## src/rtl/seg7_frame_encoder.sv

```systemverilog
// Recovers hex words from multiplexed 7-segment drive: debounce per digit, decode, assemble a
// frame, present it on valid/ready. Optional SEG7_OVERRUN_EN replaces a pending word instead of stalling.
module seg7_frame_encoder #(
  parameter int unsigned DIGITS        = 4,
  parameter int unsigned STABLE_CYCLES = 2
) (
  input  logic                  clk,
  input  logic                  rst,
  input  logic [6:0]            seg_in,
  input  logic [DIGITS-1:0]     digit_sel,
  output logic [4*DIGITS-1:0]   data_out,
  output logic [DIGITS-1:0]     blank_out,
  output logic                  err_out,
  output logic                  valid_out,
`ifdef SEG7_OVERRUN_EN
  output logic                  overrun_out,
`endif
  input  logic                  ready_in
);

  localparam int unsigned PairW     = DIGITS + 7;
  localparam logic [3:0]  StableCnt = 4'(STABLE_CYCLES);

  typedef enum logic [1:0] {StCollect, StPresent, StPresentFull} state_e;

  state_e state_q, state_d;

  logic [PairW-1:0]    pair_q, pair_d;
  logic [3:0]          cnt_q, cnt_d;
  logic [4*DIGITS-1:0] shw_q, shw_d, shw_n, data_q, data_d;
  logic [DIGITS-1:0]   shb_q, shb_d, shb_n, blank_q, blank_d;
  logic [DIGITS-1:0]   cap_q, cap_d, cap_n;
  logic                she_q, she_d, she_n, err_q, err_d;
`ifdef SEG7_OVERRUN_EN
  logic                ovr_q, ovr_d;
`endif

  logic       onehot, changed, accept, acc, done, hs, load;
  logic [3:0] dec_nib;
  logic       dec_blank, dec_ill;

  always_comb begin
    dec_nib   = 4'h0;
    dec_blank = 1'b0;
    dec_ill   = 1'b0;
    case (seg_in)
      7'h3F: dec_nib = 4'h0;
      7'h06: dec_nib = 4'h1;
      7'h5B: dec_nib = 4'h2;
      7'h4F: dec_nib = 4'h3;
      7'h66: dec_nib = 4'h4;
      7'h6D: dec_nib = 4'h5;
      7'h7D: dec_nib = 4'h6;
      7'h07: dec_nib = 4'h7;
      7'h7F: dec_nib = 4'h8;
      7'h67: dec_nib = 4'h9;
      7'h77: dec_nib = 4'hA;
      7'h7C: dec_nib = 4'hB;
      7'h39: dec_nib = 4'hC;
      7'h5E: dec_nib = 4'hD;
      7'h79: dec_nib = 4'hE;
      7'h71: dec_nib = 4'hF;
      7'h00: dec_blank = 1'b1;
      default: dec_ill = 1'b1;
    endcase
  end

  // Stability qualification: one accept at the moment a run first reaches StableCnt.
  always_comb begin
    pair_d  = {digit_sel, seg_in};
    onehot  = $onehot(digit_sel);
    changed = (pair_d != pair_q);
    if (!onehot) begin
      cnt_d = 4'd0;
    end else if (changed) begin
      cnt_d = 4'd1;
    end else if (cnt_q < StableCnt) begin
      cnt_d = cnt_q + 4'd1;
    end else begin
      cnt_d = cnt_q;
    end
    accept = onehot && (cnt_d == StableCnt) && (changed || (cnt_q != StableCnt));
  end

  // Handshake and completion; a frozen shadow ignores accepts, so shw_n equals shw_q there.
  always_comb begin
    hs    = valid_out && ready_in;
    acc   = accept && (state_q != StPresentFull);
    shw_n = shw_q;
    shb_n = shb_q;
    she_n = she_q;
    cap_n = cap_q;
    if (acc) begin
      for (int i = 0; i < int'(DIGITS); i++) begin
        if (digit_sel[i]) begin
          shw_n[4*i +: 4] = dec_nib;
          shb_n[i]        = dec_blank;
        end
      end
      she_n = she_q | dec_ill;
      cap_n = cap_q | digit_sel;
    end
    done = &cap_n;
`ifdef SEG7_OVERRUN_EN
    load  = done;
    ovr_d = done && (state_q == StPresent) && !hs;
`else
    load  = done && ((state_q == StCollect) || hs);
`endif
  end

  always_comb begin
    state_d = state_q;
    unique case (state_q)
      StCollect: begin
        if (done) state_d = StPresent;
      end
      StPresent: begin
        if (hs) begin
          state_d = done ? StPresent : StCollect;
        end else if (done) begin
`ifdef SEG7_OVERRUN_EN
          state_d = StPresent;
`else
          state_d = StPresentFull;
`endif
        end
      end
      StPresentFull: begin
        if (hs) state_d = StPresent;
      end
      default: state_d = StCollect;
    endcase
  end

  always_comb begin
    shw_d   = shw_n;
    shb_d   = shb_n;
    she_d   = she_n;
    cap_d   = cap_n;
    data_d  = data_q;
    blank_d = blank_q;
    err_d   = err_q;
    if (load) begin
      data_d  = shw_n;
      blank_d = shb_n;
      err_d   = she_n;
      cap_d   = '0;
      she_d   = 1'b0;
    end
  end

  always_ff @(posedge clk or posedge rst) begin
    if (rst) begin
      state_q <= StCollect;
      pair_q  <= '0;
      cnt_q   <= 4'd0;
      shw_q   <= '0;
      shb_q   <= '0;
      she_q   <= 1'b0;
      cap_q   <= '0;
      data_q  <= '0;
      blank_q <= '0;
      err_q   <= 1'b0;
`ifdef SEG7_OVERRUN_EN
      ovr_q   <= 1'b0;
`endif
    end else begin
      state_q <= state_d;
      pair_q  <= pair_d;
      cnt_q   <= cnt_d;
      shw_q   <= shw_d;
      shb_q   <= shb_d;
      she_q   <= she_d;
      cap_q   <= cap_d;
      data_q  <= data_d;
      blank_q <= blank_d;
      err_q   <= err_d;
`ifdef SEG7_OVERRUN_EN
      ovr_q   <= ovr_d;
`endif
    end
  end

  always_comb begin
    valid_out   = (state_q != StCollect);
    data_out    = data_q;
    blank_out   = blank_q;
    err_out     = err_q;
`ifdef SEG7_OVERRUN_EN
    overrun_out = ovr_q;
`endif
  end

endmodule

```

## config.mk

```make
export PLATFORM = sky130hd
export DESIGN_NAME = seg7_frame_encoder
export DESIGN_NICKNAME = d
export VERILOG_FILES = /design/src/rtl/seg7_frame_encoder.sv
export SDC_FILE = /design/constraint.sdc
export NUM_CORES = 1
export LEC_CHECK = 0
export BUFFER_PORTS_ARGS = -buffer_cell sky130_fd_sc_hd__buf_2
export CORE_ASPECT_RATIO = 2
export CORE_MARGIN = 2
export CORE_UTILIZATION = 62
export DETAILED_ROUTE_END_ITERATION = 16
export GPL_ROUTABILITY_DRIVEN = 0
export PLACE_DENSITY = 0.89
export SLEW_MARGIN = 15
export SYNTH_ARGS = -nofsm -noshare
export SYNTH_HDL_FRONTEND = slang
export SYNTH_SLANG_ARGS = --single-unit
```

## constraint.sdc

```tcl
create_clock -name clk -period 4.7 [get_ports clk]
set_input_delay 0.47 -clock clk [delete_from_list [all_inputs] [get_ports clk]]
set_output_delay 0.47 -clock clk [all_outputs]
set_load 0.05 [all_outputs]
```

==> results.md <==
| Result | Reported | Unit |
|:---|:---|:---|
| Status | complete, no violations | - |
| Cell taking the most area after synthesis | dfrtp_1 | - |
| Maximum buffer depth of the clock tree | 2 | - |
| Avg Synthesized Cell Area | 11.8 | µm² |
| Max Transition Viols Final | 0 | - |
| Category of the critical setup timing path | in2reg | - |
| Total clock buffers created by CTS | 9 | - |
| Worst slew slack as a fraction of its limit | 0.361 | - |
| Core region area | 4640 | µm² |
| Adder-cell area share of the yosys netlist | 0.0235 | - |
| Async S/R FF share, synth | 1.00 | - |
| CTS Hold Bufs | 0 | - |
| Post-route worst hold slack | 314 | ps |
| Die area | 5420 | µm² |
| Worst-case register-to-register setup slack | 1150 | ps |
| Clock tree from TritonCTS | yes | - |
| Most common library cell in the layout ignoring fill and taps | dfrtp_1 | - |
| Hold Path Cell Cnt | 1 | - |
| Synth Area in Compound Gates | 0.0951 | - |
| Ratio of cells with drive above 1 in the final layout | 0.288 | - |
| Floorplan row count | 35 | - |
| Area of the mapped netlist | 2990 | µm² |
| Count of nets after finishing | 311 | - |
| Number of I/O port buffers | 35 | - |
| Post-CTS Setup Repair Bufs | 0 | - |
| Wire length reported by the detailed router | 6190 | µm |
| Io pins | 36 | - |
| Setup Viol. Count Final | 0 | - |
| Pin count of the biggest net entering global routing | 64 | - |
| Launching point of the worst reg2reg path | cnt_q[0] | - |
| Wire length of the first global-routing pass | 9850 | µm |
| Vias in the first global route | 2,078 | - |
| Horiz. Die Dim | 53.1 | µm |
| Count of warnings emitted by yosys | 0 | - |
| Filler Cells Inserted | 352 | - |
| Synthesized netlist cell count | 254 | - |
| Type of element launching the critical path | input port | - |
| Number of antenna violations at the first check in global routing | 0 | - |
| Nature of the critical path endpoint | flip-flop | - |
| Setup TNS after final layout | 0 | ps |
| Number of flops mapped to enable cells by yosys | 0 | - |
| Wire length per cell after detailed routing | 17.7 | µm |
| Depth of the worst register-to-register path | 9 | - |
| Post-detail-place hpwl | 4260 | µm |
| Required @ worst endpoint | 4920 | ps |
| CTS root buffer | clkbuf_8 | - |
| Clock Sinks | 63 | - |
| Kind of path behind the tightest hold check | in2reg | - |
| P_leak | 1.68 | nW |
| Die extent in y | 102 | µm |
| Combinational family with the most area after synthesis | simple AND/OR/NAND/NOR gates | - |
| Largest cells by area after synthesis | dfrtp_1 (53%), mux2_4 (7.5%), mux2_2 (5.3%) | - |
| Post-route clock period utilization | 0.822 | - |
| Post-synthesis register bit count | 63 | - |
| Routed length on met1 | 2440 | µm |
| Commonest cells after routing, fill and taps aside | dfrtp_1 (63), buf_2 (35), nand2_1 (21) | - |
| Iteration count of the initial detailed-routing pass | 4 | - |
| Share of synthesized area occupied by flip-flops and latches | 0.528 | - |
| Synthesized net count | 273 | - |
| Post-Synth Simple-Gate Area | 0.141 | - |
| Area Growth Syn to Fin | 12.4 | % |
| Capture point of the worst path | data_out[11] | - |
| Iteration-0 DRC count of the detailed router | 61 | - |
| Number of different library cells in the post-synthesis netlist | 49 | - |
| Max VDD drop | 0.329 | mV |
| Top-area cell type share of the netlist area | 0.528 | - |
| Signal arrival time at the worst endpoint | 4080 | ps |
| H-tree levels | 3 | - |
| Overall overflow remaining after global route | 0 | - |
| Maximum achievable frequency | 259 | MHz |
| Starting density of the core | 0.644 | - |
| Final critical path time including I/O delays and setup | 3860 | ps |
| Most used flip-flop cell after synthesis | dfrtp_1 | - |
| Total met2 wirelength after detailed routing | 3240 | µm |
| Multiplexer fraction of the synthesized cell area | 0.135 | - |
| Unrepaired setup endpoints after global routing | no | - |
| Placement-stage worst setup slack | 505 | ps |
| Worst-Skew Late Latency | 340 | ps |
| DRT antenna net count | 0 | - |
| Number of instances resized during post-cts repair | 0 | - |
| Total routing usage reported by global routing | 0.257 | - |
| Largest driver fanout on the critical path | 26 | - |
| Worst Setup SP | digit_sel[0] | - |
| Slew at the pin closest to its max-slew limit | 955 | ps |
| Max_cap viols | 0 | - |
| Total via count after detailed routing | 2,120 | - |
| Critical R2R Capture | blank_out[1] | - |
| WL met3 | 221 | µm |
| Vias per cell | 6.06 | - |
| Clock slew at reported path FFs | 60 | ps |
| Sum of internal, switching and leakage power | 1.04 | mW |
| Final clock skew | 4.54 | ps |
| Cell Pwr Density | 310 | nW/µm² |
| Number of hold violations in the final report | 0 | - |
| Share of the synthesized netlist area taken by xor and xnor gates | 0.0440 | - |
| Number of inserted diodes | 0 | - |
| Setup ws final | 837 | ps |
| Uppermost routed layer | met4 | - |
| Post-route DRC | 0 | - |
final cells by class:
cell class	instances	area, µm²	share of cell area
clock buffer	13	159	0.0473
clock inverter	1	5.00	0.00149
inverter	13	48.8	0.0145
multi-input combinational	168	1310	0.390
sequential	63	1580	0.469
tap	55	68.8	0.0205
timing repair buffer	37	190	0.0566
sequential cells by signal, indices dropped and copies added (netlist names):
register,flops
cap_q,4
blank_out,4
data_out,16
cnt_q,4
shb_q,4
shw_q,16
err_out,1
state_q,2
pair_q,11
she_q,1
per-layer routing:
layer	up-vias	GRT usage
met5	-	0
met4	0	0.156
met3	20	0.0629
met2	57	0.421
met1	1060	0.296
li1	983	-
metrics by stage:
step	instances	utilization	area, µm²
detailed placement	336	0.688	3190
global placement	336	0.688	3190
global route	350	0.723	3360
CTS	350	0.723	3360
floorplan	254	-	2990
finish	350	0.723	3360
worst max-delay path, cell delays in order:
cell,delay (ps)
buf_2,130
inv_1,70
fa_1,530
inv_1,40
ha_1,170
ha_1,280
or3b_2,500
o211a_1,230
o31a_2,340
a31oi_1,390
nor4_4,120
o21ai_4,370
mux2_2,420
worst min-delay path by stage:
stage	slack, ps	start	end
6_report	310	digit_sel[0]	pair_q[7]
5_1_grt	310	digit_sel[0]	pair_q[7]
4_1_cts	300	digit_sel[0]	pair_q[7]
3_5_place_dp	480	shw_q[11]	shw_q[11]
3_3_place_gp	480	shw_q[7]	shw_q[7]
2_1_floorplan	450	shw_q[11]	shw_q[11]
power breakdown:
group          leakage [nW]  internal, mW  switching (mW)
Sequential            0.854         0.549         0.00491
Combinational         0.743        0.0303          0.0583
Clock                0.0854         0.214           0.184
cells by family (layout without fill, tap and decap cells):
kind of cell	after synthesis	after routing
AO/OA/AOI/OAI	42	42
XOR/XNOR	15	15
adder cells (fa/ha/maj)	5	5
buffers and inverters	23	64
flip-flops	63	63
multiplexers	31	31
AND/OR/NAND/NOR	75	75
synth_stat cells (all sizes together) (2+ instances only):
cell	n
inv	13
nand4	9
a31oi	4
mux2	29
and3	2
and2	2
dfrtp	63
nand3	3
nand2	21
o21bai	2
nand3b	2
nor3	12
o211ai	2
o31a	2
a21oi	5
ha	4
nor4bb	2
mux2i	2
xnor2	14
nor2b	3
nor2	5
buf	3
clkbuf	7
or3	3
o21ai	17
nor4	5
Power figures use the tool's default switching activity.
